==> src/rtl/mips_isa_pkg.sv <==
// Shared MIPS ISA definitions for the instruction encoder and the control unit:
// mnemonic codes, opcode/funct constants, field widths and bit positions, the
// request payload struct and small word-assembly helpers.
package mips_isa_pkg;

  localparam int unsigned WORD_W  = 32;
  localparam int unsigned MNEM_W  = 4;
  localparam int unsigned OPC_W   = 6;
  localparam int unsigned FUNCT_W = 6;
  localparam int unsigned REG_W   = 5;
  localparam int unsigned IMM_W   = 16;
  localparam int unsigned TGT_W   = 26;

  // Field bit positions inside an instruction word
  localparam int unsigned OPC_LSB = 26;
  localparam int unsigned RS_LSB  = 21;
  localparam int unsigned RT_LSB  = 16;
  localparam int unsigned RD_LSB  = 11;

  // Mnemonic codes; 11..15 are illegal
  typedef enum logic [MNEM_W-1:0] {
    MN_NOP  = 4'd0,
    MN_ADD  = 4'd1,
    MN_SUB  = 4'd2,
    MN_AND  = 4'd3,
    MN_OR   = 4'd4,
    MN_SLT  = 4'd5,
    MN_LW   = 4'd6,
    MN_SW   = 4'd7,
    MN_ADDI = 4'd8,
    MN_BEQ  = 4'd9,
    MN_J    = 4'd10
  } mnem_e;

  localparam logic [OPC_W-1:0] OP_RTYPE = 6'h00;
  localparam logic [OPC_W-1:0] OP_J     = 6'h02;
  localparam logic [OPC_W-1:0] OP_BEQ   = 6'h04;
  localparam logic [OPC_W-1:0] OP_ADDI  = 6'h08;
  localparam logic [OPC_W-1:0] OP_LW    = 6'h23;
  localparam logic [OPC_W-1:0] OP_SW    = 6'h2B;

  localparam logic [FUNCT_W-1:0] FUNCT_ADD = 6'h20;
  localparam logic [FUNCT_W-1:0] FUNCT_SUB = 6'h22;
  localparam logic [FUNCT_W-1:0] FUNCT_AND = 6'h24;
  localparam logic [FUNCT_W-1:0] FUNCT_OR  = 6'h25;
  localparam logic [FUNCT_W-1:0] FUNCT_SLT = 6'h2A;

  // Decoded operation request as it arrives on the loader input
  typedef struct packed {
    logic [MNEM_W-1:0] mnem;
    logic [REG_W-1:0]  rs;
    logic [REG_W-1:0]  rt;
    logic [REG_W-1:0]  rd;
    logic [IMM_W-1:0]  imm;
    logic [TGT_W-1:0]  target;
  } instr_req_t;

  // R-type: {opcode 0, rs, rt, rd, shamt 0, funct}
  function automatic logic [WORD_W-1:0] enc_r(input logic [FUNCT_W-1:0] funct,
                                               input logic [REG_W-1:0]   rs,
                                               input logic [REG_W-1:0]   rt,
                                               input logic [REG_W-1:0]   rd);
    return (WORD_W'(OP_RTYPE) << OPC_LSB) | (WORD_W'(rs) << RS_LSB) |
           (WORD_W'(rt) << RT_LSB) | (WORD_W'(rd) << RD_LSB) | WORD_W'(funct);
  endfunction

  // I-type: {opcode, rs, rt, imm}
  function automatic logic [WORD_W-1:0] enc_i(input logic [OPC_W-1:0] op,
                                               input logic [REG_W-1:0] rs,
                                               input logic [REG_W-1:0] rt,
                                               input logic [IMM_W-1:0] imm);
    return (WORD_W'(op) << OPC_LSB) | (WORD_W'(rs) << RS_LSB) |
           (WORD_W'(rt) << RT_LSB) | WORD_W'(imm);
  endfunction

  // J-type: {opcode 2, target}
  function automatic logic [WORD_W-1:0] enc_j(input logic [TGT_W-1:0] target);
    return (WORD_W'(OP_J) << OPC_LSB) | WORD_W'(target);
  endfunction

endpackage

==> src/rtl/instr_pack.sv <==
// Combinational encoder: mnemonic plus fields -> 32-bit instruction word and a
// legal flag. Fields a mnemonic does not use are ignored.
// Ports:
//   req_i      request payload (mnemonic, rs, rt, rd, imm, target)
//   word_c_o   encoded instruction (0 when illegal)
//   legal_c_o  1 when the mnemonic is in the supported subset
module instr_pack
  import mips_isa_pkg::*;
(
  input  instr_req_t        req_i,
  output logic [WORD_W-1:0] word_c_o,
  output logic              legal_c_o
);

  always_comb begin
    word_c_o  = '0;
    legal_c_o = 1'b1;
    case (req_i.mnem)
      MN_NOP:  word_c_o = '0;
      MN_ADD:  word_c_o = enc_r(FUNCT_ADD, req_i.rs, req_i.rt, req_i.rd);
      MN_SUB:  word_c_o = enc_r(FUNCT_SUB, req_i.rs, req_i.rt, req_i.rd);
      MN_AND:  word_c_o = enc_r(FUNCT_AND, req_i.rs, req_i.rt, req_i.rd);
      MN_OR:   word_c_o = enc_r(FUNCT_OR,  req_i.rs, req_i.rt, req_i.rd);
      MN_SLT:  word_c_o = enc_r(FUNCT_SLT, req_i.rs, req_i.rt, req_i.rd);
      MN_LW:   word_c_o = enc_i(OP_LW,   req_i.rs, req_i.rt, req_i.imm);
      MN_SW:   word_c_o = enc_i(OP_SW,   req_i.rs, req_i.rt, req_i.imm);
      MN_ADDI: word_c_o = enc_i(OP_ADDI, req_i.rs, req_i.rt, req_i.imm);
      MN_BEQ:  word_c_o = enc_i(OP_BEQ,  req_i.rs, req_i.rt, req_i.imm);
      MN_J:    word_c_o = enc_j(req_i.target);
      default: legal_c_o = 1'b0;
    endcase
  end

endmodule

==> src/rtl/instr_encoder_loader.sv <==
// Program preloader: encodes a stream of operation requests into MIPS words
// and writes them to consecutive instruction-memory addresses, one session
// at a time (start opens, finish or a full DEPTH closes).
// Ports:
//   clk, rst                      clock, synchronous active-high reset
//   start, finish                 session open / early close pulses
//   in_valid, in_ready            request handshake
//   in_mnem, in_rs/rt/rd, in_imm, in_target   request fields
//   imem_we, imem_addr, imem_wdata            registered memory write port
//   count                         words written this session
//   done                          session closed
//   err                           sticky illegal-mnemonic flag
module instr_encoder_loader
  import mips_isa_pkg::*;
#(
  parameter int unsigned ADDR_W = 8,
  parameter int unsigned DEPTH  = 256
) (
  input  logic                clk,
  input  logic                rst,
  input  logic                start,
  input  logic                finish,
  input  logic                in_valid,
  output logic                in_ready,
  input  logic [MNEM_W-1:0]   in_mnem,
  input  logic [REG_W-1:0]    in_rs,
  input  logic [REG_W-1:0]    in_rt,
  input  logic [REG_W-1:0]    in_rd,
  input  logic [IMM_W-1:0]    in_imm,
  input  logic [TGT_W-1:0]    in_target,
  output logic                imem_we,
  output logic [ADDR_W-1:0]   imem_addr,
  output logic [WORD_W-1:0]   imem_wdata,
  output logic [ADDR_W:0]     count,
  output logic                done,
  output logic                err
);

  localparam int unsigned CNT_W = ADDR_W + 1;
  localparam logic [CNT_W-1:0] LAST_CNT = CNT_W'(DEPTH - 1);

  typedef enum logic [1:0] {
    ST_IDLE = 2'd0,
    ST_LOAD = 2'd1,
    ST_DONE = 2'd2
  } state_e;

  state_e              state_q;
  logic                in_ready_q;
  logic                imem_we_q;
  logic [ADDR_W-1:0]   imem_addr_q;
  logic [WORD_W-1:0]   imem_wdata_q;
  logic [CNT_W-1:0]    count_q;
  logic                done_q;
  logic                err_q;

  instr_req_t          req;
  logic [WORD_W-1:0]   word_c;
  logic                legal_c;
  logic                accept_c;
  logic                last_c;

  assign req = '{mnem: in_mnem, rs: in_rs, rt: in_rt, rd: in_rd,
                 imm: in_imm, target: in_target};

  instr_pack u_pack (
    .req_i     (req),
    .word_c_o  (word_c),
    .legal_c_o (legal_c)
  );

  // in_ready_q is only set while in LOAD, so it doubles as the state gate
  assign accept_c = in_valid & in_ready_q;
  // Beat that fills the session; the FSM closes on this same edge
  assign last_c   = accept_c & legal_c & (count_q == LAST_CNT);

  // Session FSM with registered outputs
  always_ff @(posedge clk) begin
    if (rst) begin
      state_q      <= ST_IDLE;
      in_ready_q   <= 1'b0;
      imem_we_q    <= 1'b0;
      imem_addr_q  <= '0;
      imem_wdata_q <= '0;
      count_q      <= '0;
      done_q       <= 1'b0;
      err_q        <= 1'b0;
    end else begin
      imem_we_q <= 1'b0;
      case (state_q)
        ST_IDLE: begin
          if (start) begin
            state_q    <= ST_LOAD;
            in_ready_q <= 1'b1;
            count_q    <= '0;
            err_q      <= 1'b0;
          end
        end
        ST_LOAD: begin
          if (accept_c) begin
            if (legal_c) begin
              imem_we_q    <= 1'b1;
              imem_addr_q  <= count_q[ADDR_W-1:0];
              imem_wdata_q <= word_c;
              count_q      <= count_q + CNT_W'(1);
            end else begin
              err_q <= 1'b1;
            end
          end
          if (finish || last_c) begin
            state_q    <= ST_DONE;
            in_ready_q <= 1'b0;
            done_q     <= 1'b1;
          end
        end
        ST_DONE: begin
          if (start) begin
            state_q    <= ST_LOAD;
            in_ready_q <= 1'b1;
            done_q     <= 1'b0;
            count_q    <= '0;
            err_q      <= 1'b0;
          end
        end
        default: begin
          state_q    <= ST_IDLE;
          in_ready_q <= 1'b0;
          done_q     <= 1'b0;
        end
      endcase
    end
  end

  assign in_ready   = in_ready_q;
  assign imem_we    = imem_we_q;
  assign imem_addr  = imem_addr_q;
  assign imem_wdata = imem_wdata_q;
  assign count      = count_q;
  assign done       = done_q;
  assign err        = err_q;

endmodule

==> config.mk <==
export PLATFORM = sky130hd
export DESIGN_NAME = instr_encoder_loader
export DESIGN_NICKNAME = d
export VERILOG_FILES = /design/src/rtl/mips_isa_pkg.sv /design/src/rtl/instr_pack.sv /design/src/rtl/instr_encoder_loader.sv
export SDC_FILE = /design/constraint.sdc
export NUM_CORES = 1
export LEC_CHECK = 0
export ABC_AREA = 1
export BUFFER_PORTS_ARGS = -buffer_cell sky130_fd_sc_hd__buf_2
export CAP_MARGIN = 10
export CORE_ASPECT_RATIO = 0.75
export CORE_MARGIN = 1.5
export CORE_UTILIZATION = 47
export DETAILED_ROUTE_END_ITERATION = 8
export PLACE_DENSITY = 0.8
export SYNTH_ARGS = -nofsm -noshare
export SYNTH_HDL_FRONTEND = slang
export SYNTH_SLANG_ARGS = --single-unit
==> constraint.sdc <==
create_clock -name clk -period 1.9 [get_ports clk]
set_input_delay 0.285 -clock clk [delete_from_list [all_inputs] [get_ports clk]]
set_output_delay 0.285 -clock clk [all_outputs]
set_load 0.01 [all_outputs]
After elaboration in Yosys (flattened, before gate mapping)
Cells that the tools add are included.

Register bits after elaboration: 55. Input port bits: 66. Output and inout port bits: 53. Logic and storage cells: 75.

Add/sub/neg operators: 1. Equality and inequality tests: 19. Mux-type cells: 19. Bitwise gates (word level): 16. Reduce and logical (&&, ||, !) cells: 12.

Operators with widths (count): 32-bit one-hot mux with 10 select lines (1); 32-bit by 16-bit OR with 32-bit output (3); 32-bit by 21-bit OR with 32-bit output (2); 30-bit by 16-bit OR with 30-bit output (1); 30-bit by 21-bit OR with 30-bit output (1); 29-bit by 16-bit OR with 29-bit output (1); 29-bit by 21-bit OR with 29-bit output (1); 9-bit two-way mux (3); 26-bit by 21-bit OR with 26-bit output (1); 9-bit one-hot mux with 2 select lines (1); 4-bit by 3-bit == test with 1-bit output, second input constant (4); 4-bit == test, second input constant (3); 11-bit OR reduction (1); 2-bit inequality test, second input constant (5); 9-bit by 1-bit adder with 9-bit output, second input constant (1); 9-bit by 8-bit == test with 1-bit output, second input constant (1); 4-bit by 2-bit == test with 1-bit output, second input constant (2); 1-bit two-way mux (8); 4-bit AND reduction (2); 3-bit AND reduction (2); 4-bit by 1-bit == test with 1-bit output, second input constant (1); 4-bit logical NOT (1); 2-bit two-way mux (2); 1-bit one-hot mux with 2 select lines (2); other kinds (13) (17).

Logic depth before layout (Yosys ltp)
Gate-level depths: netlist of run 1.

Depth after elaboration: 8. Depth in mapped cells: 12. Depth with buffers taken out: 12.

Cells and area by module
A second synthesis of run 1 with hierarchy kept.

Cell total of the unflattened synthesis: 579. Area total of the unflattened synthesis: 3420.8 µm².

Modules (own cells, without submodules): instr_encoder_loader (times used 1, cells an instance 274, area an instance 2095.8 µm², seq. area each 1101.1 µm²); instr_pack (times used 1, cells an instance 305, area an instance 1325.0 µm², seq. area each 0.0 µm²).

Worst setup path before layout of run 1
Ideal clock, no wire load.

Path kind: register -> register. Start: reg count_q[3] (netlist: count[3]). End: reg done_q (netlist: done). Library setup time: 0.070 ns. Data arrival time: 1.501 ns. Data required time: 1.830 ns. Path slack: 0.329 ns. Stages on the path, launching flop included: 12. Path buffers: 0. Period minus slack after synthesis: 1.571 ns. Path through: dfxtp_1 -> nand3_1 -> nor2_1 -> nand2_1 -> nor2_1 -> ha_1 -> inv_1 -> nor2_1 -> nand2_1 -> nand2_1 -> nand3_1 -> a21oi_1.

Word-level cells in the longest chain between the ends: 5.

Ends and longest elaborated chain: start, declared (RTL line instr_encoder_loader.sv:53) `logic [CNT_W-1:0] count_q;`; start signal, assigned (RTL line instr_encoder_loader.sv:105) `count_q <= count_q + CNT_W'(1);`; 9-bit by 8-bit == test with 1-bit output (RTL line instr_encoder_loader.sv:75) `assign last_c = accept_c & legal_c & (count_q == LAST_CNT);`; 1-bit AND (RTL line instr_encoder_loader.sv:75); 1-bit logical OR (RTL line instr_encoder_loader.sv:110) `if (finish || last_c) begin`; 2-bit inequality test (no source line); 3-bit AND reduction (no source line); end signal, assigned (RTL line instr_encoder_loader.sv:86) `done_q <= 1'b0;`; end signal, assigned (RTL line instr_encoder_loader.sv:113) `done_q <= 1'b1;`; end signal, assigned (RTL line instr_encoder_loader.sv:120) `done_q <= 1'b0;`; end, declared (RTL line instr_encoder_loader.sv:54) `logic done_q;`.

No other way between the ends. A chain may end at the register's enable or synchronous reset.

Worst setup path in the final report of run 1
Start: reg count_q[0] (netlist: count[0]). End: reg done_q (netlist: done).

The elaborated chain is that of the path after synthesis.

==> results.md, run 1 <==
- initial antenna violation count: 0
- slowest cell on the critical path: sky130_fd_sc_hd__dfxtp_1
- Critical Path Start: count[0]
- number of enable-type register cells in the synthesized netlist: 0
- P_leak: 1.61 nW
- GRT met1 Usage: 30.2%
- internal power contribution: 1.75 mW
- I/O pin count: 119
- Hold Crit Class: in -> reg
- number of antenna repair diodes: 0
- number of design rule violations left after detail routing: 0
- number of library cell types mapped by synthesis: 35
- ratio of cells with drive above 1 in the final layout: 31.3%
- endpoint required time on the critical path: 2140 ps
- post-route cell area: 0.00330 mm²
- delay contributed by the slowest stage of the critical path: 390 ps
- Final Setup Violations: 0
- count of final hold-check violations: 0
- number of port buffers: 117
- highest-count cells in the layout ignoring fill and taps: 132 x sky130_fd_sc_hd__nand2_1, 117 x sky130_fd_sc_hd__buf_2, 51 x sky130_fd_sc_hd__dfxtp_1
- met3 Use GR: 4.58%
- wire length of the first global-routing pass: 10600 µm
- met2 GRT Util: 36.0%
- maximum resistive drop on vdd: 0.000407 V
- share of power burned in combinational logic: 11.6%
- path length in cells of the critical path: 10
- final-layout setup total negative slack: 0 ps
- number of iterations in the first detailed-routing pass: 4
- Critical Path Sink Type: flip-flop
- post-detail-place hpwl: 5060 µm
- placed cells: 550
- Max Fanout on Critical Path: 5
- relative contribution of sequential cells to total power: 49.5%
- list of cells traversed by the critical path: ha_1 -> nand2_1 -> nor2_1 -> ha_1 -> inv_1 -> nor2_1 -> nand2_1 -> nand2_1 -> nand3_1 -> a21oi_1
- fraction of power spent switching nets: 23.4%
- TritonCTS clock tree: yes
- Post-Route WL: 6900 µm
- part of the power in the clock network: 38.9%
- area of the die: 0.00608 mm²
- area taken by multi-input logic gates: 0.00131 mm²
- final antenna-violating net count: 0
- switching power: 535 µW
- portion of synthesized cell area occupied by the leading cell type: 40.2%
- most frequently used flop master after synthesis: sky130_fd_sc_hd__dfxtp_1
- cell family with most CP delay: simple AND/OR/NAND/NOR gates
- Worst R2R Start: count[0]
- highest attainable clock frequency: 608 MHz
- Post-Route Skew: 7.35 ps
- GRT Total Usage: 22.6%
- max-cap viol count: 0
- post-route insts no fill: 558
- area growth from synthesis to layout: 24.8%
- number of synthesized register bits: 53
- end point of the critical path: done
- grt peak-use layer: met2
- CTS buffer count: 5
- vias in the first global route: 2331
- post-synthesis instance area: 0.00264 mm²
- number of fillers in the final layout: 538
- commonest non-fill, non-tap cell in the layout: sky130_fd_sc_hd__nand2_1
- proportion of synthesized flip-flops having asynchronous set or reset: 0%
- setup repair after global routing missed its margin: false
- power density over the cells: 694 mW/mm²
- initial core utilization: 49.1%
- total via count in the routed design: 2738
- pin count of the biggest net entering global routing: 43
- H-tree levels: 2
- Chip Height: 67.9 µm
- final-stage net count: 550
- Post-Synthesis Net Count: 444
- Core Area: 0.00538 mm²
- Overflow after GRT: 0
- Yosys top cell by area: sky130_fd_sc_hd__dfxtp_1
- Clk Latency, worst-skew pair: 310 ps
- routed vias/inst: 4.91
- Max Root-Sink Buffers: 2
- biggest area contributors in the synthesized netlist: sky130_fd_sc_hd__dfxtp_1 40%, sky130_fd_sc_hd__nand2_1 19%, sky130_fd_sc_hd__a21oi_1 8.0%
- clock period minus final worst setup slack: 1640 ps
- sequential cell area in the final layout: 0.00106 mm²
- root buffer cell: sky130_fd_sc_hd__clkbuf_8
- worst reg2reg endpoint: done
- sinks on the clock net: 53
- data arrival time at the worst-slack endpoint: 1880 ps
- routed length per placed instance: 12.4 µm
- run status: completed
- # Post-CTS Setup Buffers: 0
- DIE WIDTH: 89.6 µm
- Critical Path Most Common Cell: sky130_fd_sc_hd__nand2_1
- clock transition at the registers of the reported paths: 100 ps
- share of the core filled with cells in the final layout: 61.2%
- hold_ws: 280 ps
- placed inst area: 0.00316 mm²
- violation count after the first detailed-route iteration: 136
- Syn Area/Cell: 7.02 µm²
- Warnings, synthesis: 0
- number of pins with negative max-slew slack in the final report: 0
- post-synthesis sequential area ratio: 40.2%
- Buffers & Inverters on Critical Path: 1
- Setup Crit Path Kind: reg -> reg
- worst setup slack for register-to-register paths: 260 ps
- number of rows created at floorplan: 23
- R2R cell count: 10
- Worst setup SP type: flip-flop
- number of instances in the synthesized netlist: 376
- global placer's final weighted congestion: 0.843
- final worst-path cycle share: 86.6%
## worst min-delay path, cell delays in order
cell                      delay [ps]
sky130_fd_sc_hd__buf_2            80
sky130_fd_sc_hd__a22o_2          120
sky130_fd_sc_hd__nand2_1          40
sky130_fd_sc_hd__nand2_1          40
## registers in the layout (all words and copies together), names as in the netlist
register / cells
in_ready: 1
state_q: 2
done: 1
imem_we: 1
err: 1
imem_wdata: 30
imem_addr: 8
count: 9
## per-layer routing
| layer | share of wire, % | vias to the layer above |
|---|---|---|
| li1 | - | 1426 |
| met1 | 47 | 1203 |
| met2 | 44 | 101 |
| met3 | 7.0 | 8 |
| met4 | 1.6 | 0 |
| met5 | 0 | - |
## metrics by stage
step                      setup slack (ps)  power (mW)
final                                  255        2.29
after global routing                  25.7        2.37
after CTS                              163        2.30
after detailed placement               200        1.42
after global placement                 304        1.42
after floorplan                        329        1.33
## cell type report
type                    instances  area share, %
multi-input cells             280           39.6
flip-flops and latches         53           32.3
repair buffers                120           18.5
well taps                      75           2.85
inverters                      22           2.73
clock buffers                   5           2.09
clock inverters                 3           1.97
## worst min path at each step
stage                        startpoint             end  slack [ps]  cells past startpoint
after CTS                    in_imm[10]  imem_wdata[10]         270                      4
after global routing         in_imm[10]  imem_wdata[10]         290                      4
after detailed placement  imem_wdata[3]   imem_wdata[3]         450                      2
final                        in_imm[10]  imem_wdata[10]         280                      4
after floorplan                     rst    imem_addr[7]         460                      3
after global placement    imem_wdata[3]   imem_wdata[3]         450                      2
## repair_timing
item	4_1_cts	5_1_grt
resized for setup	0	3
hold buffers	0	0
setup endpoints to repair	0	3
## cell families (layout without fill, tap and decap cells)
| logic type | count (synthesis) | in the layout | synth area share [%] |
|---|---|---|---|
| flops | 53 | 53 | 40.2 |
| buf+inv | 43 | 150 | 10.5 |
| xor+xnor | 1 | 1 | 0.332 |
| other cells | 1 | 1 | 0.142 |
| fa+ha+maj | 2 | 2 | 0.947 |
| simple gates | 212 | 212 | 34.4 |
| compound gates | 64 | 64 | 13.5 |
## power groups by stage
stage / sequential (mW) / combinational, mW / clock (mW)
final: 1.13 / 0.266 / 0.890
after global routing: 1.14 / 0.299 / 0.938
after CTS: 1.13 / 0.266 / 0.903
after detailed placement: 1.16 / 0.263 / 0
after global placement: 1.16 / 0.261 / 0
after floorplan: 1.16 / 0.166 / 0
## synth_stat cells (6+ instances only)
master	n
sky130_fd_sc_hd__dfxtp_1	53
sky130_fd_sc_hd__o21ai_0	12
sky130_fd_sc_hd__nand4_1	6
sky130_fd_sc_hd__nand2_1	132
sky130_fd_sc_hd__nor2_1	24
sky130_fd_sc_hd__buf_6	9
sky130_fd_sc_hd__a21oi_1	42
sky130_fd_sc_hd__nand3_1	36
sky130_fd_sc_hd__inv_1	18
sky130_fd_sc_hd__buf_4	6
sky130_fd_sc_hd__nand2_2	6
Note: power is estimated with default switching activity, not from simulation.
==> run 2: changes to the inputs <==
--- a/config.mk
+++ b/config.mk
@@ -5,14 +5,13 @@
 export SDC_FILE = /design/constraint.sdc
 export NUM_CORES = 1
 export LEC_CHECK = 0
-export ABC_AREA = 1
 export BUFFER_PORTS_ARGS = -buffer_cell sky130_fd_sc_hd__buf_2
 export CAP_MARGIN = 10
 export CORE_ASPECT_RATIO = 0.75
 export CORE_MARGIN = 1.5
-export CORE_UTILIZATION = 47
+export CORE_UTILIZATION = 46
 export DETAILED_ROUTE_END_ITERATION = 8
-export PLACE_DENSITY = 0.8
+export PLACE_DENSITY = 0.79
 export SYNTH_ARGS = -nofsm -noshare
 export SYNTH_HDL_FRONTEND = slang
 export SYNTH_SLANG_ARGS = --single-unit
==> results.md, run 2 <==
- run status: completed, unchanged
- initial core utilization: 47.3%, was 49.1%
- post-synthesis sequential area ratio: 42.1%, was 40.2%
- Slew headroom: 55.9%
- Max Root-Sink Buffers: 2, unchanged
- Buffers & Inverters on Critical Path: 0, was 1
- number of design rule violations left after detail routing: 0, unchanged
- violation count after the first detailed-route iteration: 112, was 136
- Max Fanout on Critical Path: 6, was 5
- Yosys top cell by area: sky130_fd_sc_hd__dfxtp_1, unchanged
- simple-gate share of the synthesized area: 17.8%, was 34.4%
- number of rows created at floorplan: 23, unchanged
- list of cells traversed by the critical path: ha_1 -> and4_1 -> ha_1 -> nand3_1 -> a21oi_1 -> or2_2 -> a211oi_2, was ha_1 -> nand2_1 -> nor2_1 -> ha_1 -> inv_1 -> nor2_1 -> nand2_1 -> nand2_1 -> nand3_1 -> a21oi_1
- hold_ws: 245 ps, was 280 ps
- number of pins with negative max-slew slack in the final report: 0, unchanged
- combinational family with the most area after synthesis: compound AO/OA/AOI/OAI gates, was simple AND/OR/NAND/NOR gates
- max-cap viol count: 0, unchanged
- proportion of synthesized flip-flops having asynchronous set or reset: 0%, unchanged
- number of enable-type register cells in the synthesized netlist: 0, unchanged
- H-tree levels: 2, unchanged
- Clk Latency, worst-skew pair: 310 ps, about the same
- Overflow after GRT: 0, unchanged
- Setup Crit Path Kind: reg -> reg, unchanged
- share of the core filled with cells in the final layout: 61.3%, was 61.2%
- number of iterations in the first detailed-routing pass: 7, was 4
- GRT Total Usage: 22.6%, about the same
- number of library cell types mapped by synthesis: 56, was 35
- portion of netlist area occupied by mux cells: 1.24%, was 0%
- slowest cell on the critical path: sky130_fd_sc_hd__dfxtp_1, unchanged
- vias in the first global route: 2206, was 2331
- maximum resistive drop on vdd: 0.000268 V, was 0.000407 V
- Post-Route Skew: 5.58 ps, was 7.35 ps
- final-stage net count: 469, was 550
- ratio of cells with drive above 1 in the final layout: 36.3%, was 31.3%
- most used standard cells in the synthesized netlist: 53 x sky130_fd_sc_hd__dfxtp_1, 36 x sky130_fd_sc_hd__nand2_1, 31 x sky130_fd_sc_hd__a21oi_1, was 132 x sky130_fd_sc_hd__nand2_1, 53 x sky130_fd_sc_hd__dfxtp_1, 42 x sky130_fd_sc_hd__a21oi_1
- Post-Synthesis Net Count: 356, was 444
- flip-flop count of the largest register after layout: 30, unchanged
- delay contributed by the slowest stage of the critical path: 360 ps, was 390 ps
- wire length of the first global-routing pass: 10400 µm, was 10600 µm
- number of fillers in the final layout: 497, was 538
- root buffer cell: sky130_fd_sc_hd__clkbuf_8, unchanged
- initial antenna violation count: 0, unchanged
- DIE WIDTH: 88.5 µm, was 89.6 µm
- commonest non-fill, non-tap cell in the layout: sky130_fd_sc_hd__buf_2, was sky130_fd_sc_hd__nand2_1
- TritonCTS clock tree: yes, unchanged
- Critical Path Most Common Cell: sky130_fd_sc_hd__ha_1, was sky130_fd_sc_hd__nand2_1
- xor/xnor cell area share of the yosys netlist: 0.695%, was 0.332%
- Chip Height: 67.1 µm, was 67.9 µm
- routed length per placed instance: 13.9 µm, was 12.4 µm
- clock period minus final worst setup slack: 1730 ps, was 1640 ps
- CTS buffer count: 5, unchanged
- clock transition at the registers of the reported paths: 90 ps, was 100 ps
- global placer's final weighted congestion: 0.834, was 0.843
- number of hold buffers added after cts: 0, unchanged
- routed vias/inst: 5.38, was 4.91
- most common cell in the netlist: sky130_fd_sc_hd__dfxtp_1, was sky130_fd_sc_hd__nand2_1
- arithmetic-cell share of the synthesized area counting full adders, half adders and majority gates: 0.993%, was 0.947%
- endpoint required time on the critical path: 2140 ps, about the same
- highest attainable clock frequency: 577 MHz, was 608 MHz
- post-detail-place hpwl: 4920 µm, was 5060 µm
- Hold Crit Class: in -> reg, unchanged
- final worst-path cycle share: 91.3%, was 86.6%
- portion of synthesized cell area occupied by the leading cell type: 42.1%, was 40.2%
- I/O pin count: 119, unchanged
- number of port buffers: 117, unchanged
- Post-Route WL: 6650 µm, was 6900 µm
- number of antenna repair diodes: 0, unchanged
- cell family with most CP delay: simple AND/OR/NAND/NOR gates, unchanged
- number of synthesized register bits: 53, unchanged
- Syn Area/Cell: 8.75 µm², was 7.02 µm²
- sinks on the clock net: 53, unchanged
- area of the die: 0.00594 mm², was 0.00608 mm²
- setup repair after global routing missed its margin: false, unchanged
- power density over the cells: 614 mW/mm², was 694 mW/mm²
- count of final hold-check violations: 0, unchanged
- slew at the pin closest to its max-slew limit: 658 ps
- Critical Path Sink Type: flip-flop, unchanged
- most frequently used flop master after synthesis: sky130_fd_sc_hd__dfxtp_1, unchanged
- post-synthesis instance area: 0.00252 mm², was 0.00264 mm²
- Final Setup Violations: 0, unchanged
- Warnings, synthesis: 0, unchanged
- Core Area: 0.00532 mm², was 0.00538 mm²
- synthesized-area fraction occupied by ao, oa, aoi and oai cells: 30.3%, was 13.5%
- data arrival time at the worst-slack endpoint: 1970 ps, was 1880 ps
- P_leak: 1.44 nW, was 1.61 nW
- number of instances in the synthesized netlist: 288, was 376
- area growth from synthesis to layout: 29.4%, was 24.8%
- final-layout setup total negative slack: 0 ps, unchanged
- biggest area contributors in the synthesized netlist: sky130_fd_sc_hd__dfxtp_1 42%, sky130_fd_sc_hd__a21oi_1 6.2%, sky130_fd_sc_hd__o2bb2ai_1 5.6%, was sky130_fd_sc_hd__dfxtp_1 40%, sky130_fd_sc_hd__nand2_1 19%, sky130_fd_sc_hd__a21oi_1 8.0%
- Worst setup SP type: flip-flop, unchanged
- total via count in the routed design: 2568, was 2738
- final antenna-violating net count: 0, unchanged
- pin count of the biggest net entering global routing: 26, was 43
- highest-count cells in the layout ignoring fill and taps: 117 x sky130_fd_sc_hd__buf_2, 53 x sky130_fd_sc_hd__dfxtp_1, 36 x sky130_fd_sc_hd__nand2_1, was 132 x sky130_fd_sc_hd__nand2_1, 117 x sky130_fd_sc_hd__buf_2, 51 x sky130_fd_sc_hd__dfxtp_1
## run 2: cell count changes after synthesis, sizes merged, moves of 7 or more
cell and change:
nand2 -103, nor2 -13, o2bb2ai +16, inv -15, a21o +7, a21oi -13
a22oi +14, nand3 -27
## run 2: area by class of cell
cell class              count  area, µm²  share of cell area, %
clock buffers               6       72.6                   2.22
clock inverters             2       10.0                  0.307
inverters                   7       26.3                  0.806
multi-input cells         203       1290                   39.7
flip-flops and latches     53       1060                   32.5
well taps                  75       93.8                   2.88
repair buffers            131        703                   21.6
## run 2: what timing repair did
action,in CTS,in global routing
resized for setup,0,1
setup buffers,0,0
setup endpoints to repair,0,1
## run 2: final timing paths
kind | start | endpoint | slack, ps | depth (start not counted)
worst max register to register | count[0] | in_ready | 170 | 7
worst min-delay path | rst | imem_wdata[28] | 250 | 2
worst min register to register | done | done | 450 | 2
worst max-delay path | count[0] | in_ready | 170 | 7
## run 2: layer usage
layer | global-route usage (%) | part of all wire, %
met3 | 6.94 | 7.1
met4 | 7.23 | 1.2
met2 | 34.6 | 46
met5 | 0 | 0
met1 | 30.5 | 46
## run 2: through the flow
stage | cell area (µm²) | setup WS (ps) | power [mW] | cells
after CTS | 3260 | 146 | 2.01 | 477
after floorplan | 2520 | 266 | 1.30 | 288
after detailed placement | 3170 | 89.7 | 1.41 | 469
final | 3260 | 166 | 2.00 | 477
after global placement | 3170 | 148 | 1.41 | 469
after global routing | 3260 | 30.1 | 2.10 | 477
## run 2: power by group
group	total (mW)	leakage, nW	switching (mW)	internal, mW
combinational	0.262	0.970	0.143	0.119
clock	0.612	0.0450	0.356	0.256
sequential	1.13	0.428	0.00907	1.12
total	2.00	1.44	0.507	1.50
## run 2: kinds of logic (layout without fill, tap and decap cells)
| logic type | after synthesis | count (layout) |
|---|---|---|
| compound gates | 106 | 106 |
| simple gates | 89 | 89 |
| flops | 53 | 53 |
| buf+inv | 32 | 146 |
| mux | 3 | 3 |
| fa+ha+maj | 2 | 2 |
| xor+xnor | 2 | 2 |
| other cells | 1 | 1 |
==> run 3: changes to the inputs <==
--- a/config.mk
+++ b/config.mk
@@ -7,10 +7,10 @@
 export LEC_CHECK = 0
 export BUFFER_PORTS_ARGS = -buffer_cell sky130_fd_sc_hd__buf_2
 export CAP_MARGIN = 10
-export CORE_ASPECT_RATIO = 0.75
 export CORE_MARGIN = 1.5
 export CORE_UTILIZATION = 46
 export DETAILED_ROUTE_END_ITERATION = 8
+export GPL_TIMING_DRIVEN = 0
 export PLACE_DENSITY = 0.79
 export SYNTH_ARGS = -nofsm -noshare
 export SYNTH_HDL_FRONTEND = slang
==> results.md, run 3 (synthesis results as in run 2) <==
- number of fillers in the final layout: 486, was 497
- count of final hold-check violations: 0, unchanged
- clock transition at the registers of the reported paths: 100 ps, was 90 ps
- part of the power in the clock network: 39.8%, was 30.5%
- Final Setup Violations: 0, unchanged
- Critical Path Sink Type: flip-flop, unchanged
- Slew headroom: 62.0%, was 55.9%
- final-layout setup total negative slack: 0 ps, unchanged
- sinks on the clock net: 53, unchanged
- total via count in the routed design: 2665, was 2568
- Buffers & Inverters on Critical Path: 0, unchanged
- endpoint required time on the critical path: 2120 ps, was 2140 ps
- maximum resistive drop on vdd: 0.000396 V, was 0.000268 V
- switching power: 545 µW, was 507 µW
- number of antenna repair diodes: 0, unchanged
- Overflow after GRT: 0, unchanged
- number of iterations in the first detailed-routing pass: 4, was 7
- I/O pin count: 119, unchanged
- Hold Crit Class: in -> reg, unchanged
- list of cells traversed by the critical path: ha_2 -> and4_1 -> ha_1 -> nand3_1 -> a21oi_1 -> or2_2 -> a211oi_1, was ha_1 -> and4_1 -> ha_1 -> nand3_1 -> a21oi_1 -> or2_2 -> a211oi_2
- wire length of the first global-routing pass: 10900 µm, was 10400 µm
- Max Root-Sink Buffers: 2, unchanged
- Post-Route Skew: 3.91 ps, was 5.58 ps
- cell family with most CP delay: simple AND/OR/NAND/NOR gates, unchanged
- fraction of power spent switching nets: 23.6%, was 25.3%
- relative contribution of sequential cells to total power: 48.9%, was 56.4%
- Core Area: 0.00520 mm², was 0.00532 mm²
- share of power burned in combinational logic: 11.3%, was 13.1%
- setup repair after global routing missed its margin: false, unchanged
- initial core utilization: 48.4%, was 47.3%
- root buffer cell: sky130_fd_sc_hd__clkbuf_8, unchanged
- highest-count cells in the layout ignoring fill and taps: 124 x sky130_fd_sc_hd__buf_2, 50 x sky130_fd_sc_hd__dfxtp_1, 36 x sky130_fd_sc_hd__nand2_1, was 117 x sky130_fd_sc_hd__buf_2, 53 x sky130_fd_sc_hd__dfxtp_1, 36 x sky130_fd_sc_hd__nand2_1
- number of port buffers: 116, was 117
- H-tree levels: 2, unchanged
- max-cap viol count: 0, unchanged
- post-route cell area: 0.00333 mm², was 0.00326 mm²
- number of design rule violations left after detail routing: 0, unchanged
- area of the die: 0.00593 mm², was 0.00594 mm²
- TritonCTS clock tree: yes, unchanged
- Setup Crit Path Kind: reg -> reg, unchanged
- ratio of cells with drive above 1 in the final layout: 35.9%, was 36.3%
- number of hold buffers added after cts: 0, unchanged
- area growth from synthesis to layout: 32.2%, was 29.4%
- flip-flop count of the largest register after layout: 30, unchanged
- routed vias/inst: 5.53, was 5.38
- pin count of the biggest net entering global routing: 18, was 26
- global placer's final weighted congestion: 0.911, was 0.834
- hold_ws: 264 ps, was 245 ps
- final antenna-violating net count: 0, unchanged
- number of cells upsized or downsized after cts: 0, unchanged
- highest attainable clock frequency: 567 MHz, was 577 MHz
- run status: completed, unchanged
- clock period minus final worst setup slack: 1760 ps, was 1730 ps
- Post-Route WL: 6960 µm, was 6650 µm
- routed length per placed instance: 14.4 µm, was 13.9 µm
- number of rows created at floorplan: 26, was 23
- final worst-path cycle share: 92.8%, was 91.3%
- commonest non-fill, non-tap cell in the layout: sky130_fd_sc_hd__buf_2, unchanged
- violation count after the first detailed-route iteration: 163, was 112
- CTS buffer count: 5, unchanged
- GRT Total Usage: 22.7%, was 22.6%
- power density over the cells: 694 mW/mm², was 614 mW/mm²
- Chip Height: 77.0 µm, was 67.1 µm
- initial antenna violation count: 0, unchanged
- data arrival time at the worst-slack endpoint: 1980 ps, was 1970 ps
- DIE WIDTH: 77.0 µm, was 88.5 µm
- Max Fanout on Critical Path: 5, was 6
- slowest cell on the critical path: sky130_fd_sc_hd__dfxtp_1, unchanged
- vias in the first global route: 2340, was 2206
- delay contributed by the slowest stage of the critical path: 360 ps, about the same
- placed inst area: 0.00319 mm², was 0.00317 mm²
- slew at the pin closest to its max-slew limit: 567 ps, was 658 ps
- post-detail-place hpwl: 5150 µm, was 4920 µm
- internal power contribution: 1.77 mW, was 1.50 mW
- number of pins with negative max-slew slack in the final report: 0, unchanged
- Worst setup SP type: flip-flop, unchanged
- P_leak: 1.47 nW, was 1.44 nW
- # Post-CTS Setup Buffers: 0, unchanged
- Clk Latency, worst-skew pair: 310 ps, about the same
- final-stage net count: 479, was 469
run 3: path summary, 6_finish.rpt:
path	from	to	slack, ps	cells after the start
worst max-delay path	count[1]	in_ready	140	7
worst max register to register	count[1]	in_ready	140	7
worst min register to register	imem_addr[4]	imem_addr[4]	460	2
worst min-delay path	in_rs[3]	imem_wdata[24]	260	3
run 3: area by class of cell:
type	count	area [µm²]	area share, %
clock buffer	5	68.8	2.07
clock inverter	3	68.8	2.07
multi-input combinational	203	1290	38.8
timing repair buffer	116	581	17.4
inverter	7	26.3	0.789
sequential	53	1060	32.0
tap	70	87.6	2.63
buffer	25	143	4.28
run 3: metal layers:
layer | GRT usage [%] | up-vias | share of wire (%)
li1 | - | 1318 | -
met1 | 29.5 | 1239 | 43
met2 | 37.9 | 106 | 49
met3 | 5.00 | 2 | 7.1
met4 | 6.36 | 0 | 0.39
met5 | 0 | - | 0
run 3: tightest hold or removal path, stage by stage:
cell,delay [ps]
sky130_fd_sc_hd__buf_2,70
sky130_fd_sc_hd__a22oi_1,60
sky130_fd_sc_hd__o2bb2ai_1,130
run 3: through the flow:
step | setup WS (ps) | utilization, % | cells | power (mW)
floorplan | 266 | - | 288 | 1.30
global route | 9.18 | 64.0 | 482 | 2.40
global placement | 103 | 61.3 | 474 | 1.41
finish | 137 | 64.0 | 482 | 2.31
detailed placement | 82.7 | 61.3 | 474 | 1.41
CTS | 47.9 | 63.9 | 482 | 2.33
run 3: power groups by stage:
stage	clock, mW	sequential [mW]	combinational [mW]
3_5_place_dp	0	1.16	0.259
6_report	0.921	1.13	0.262
2_1_floorplan	0	1.16	0.141
4_1_cts	0.936	1.13	0.260
5_1_grt	0.975	1.13	0.290
3_3_place_gp	0	1.15	0.254
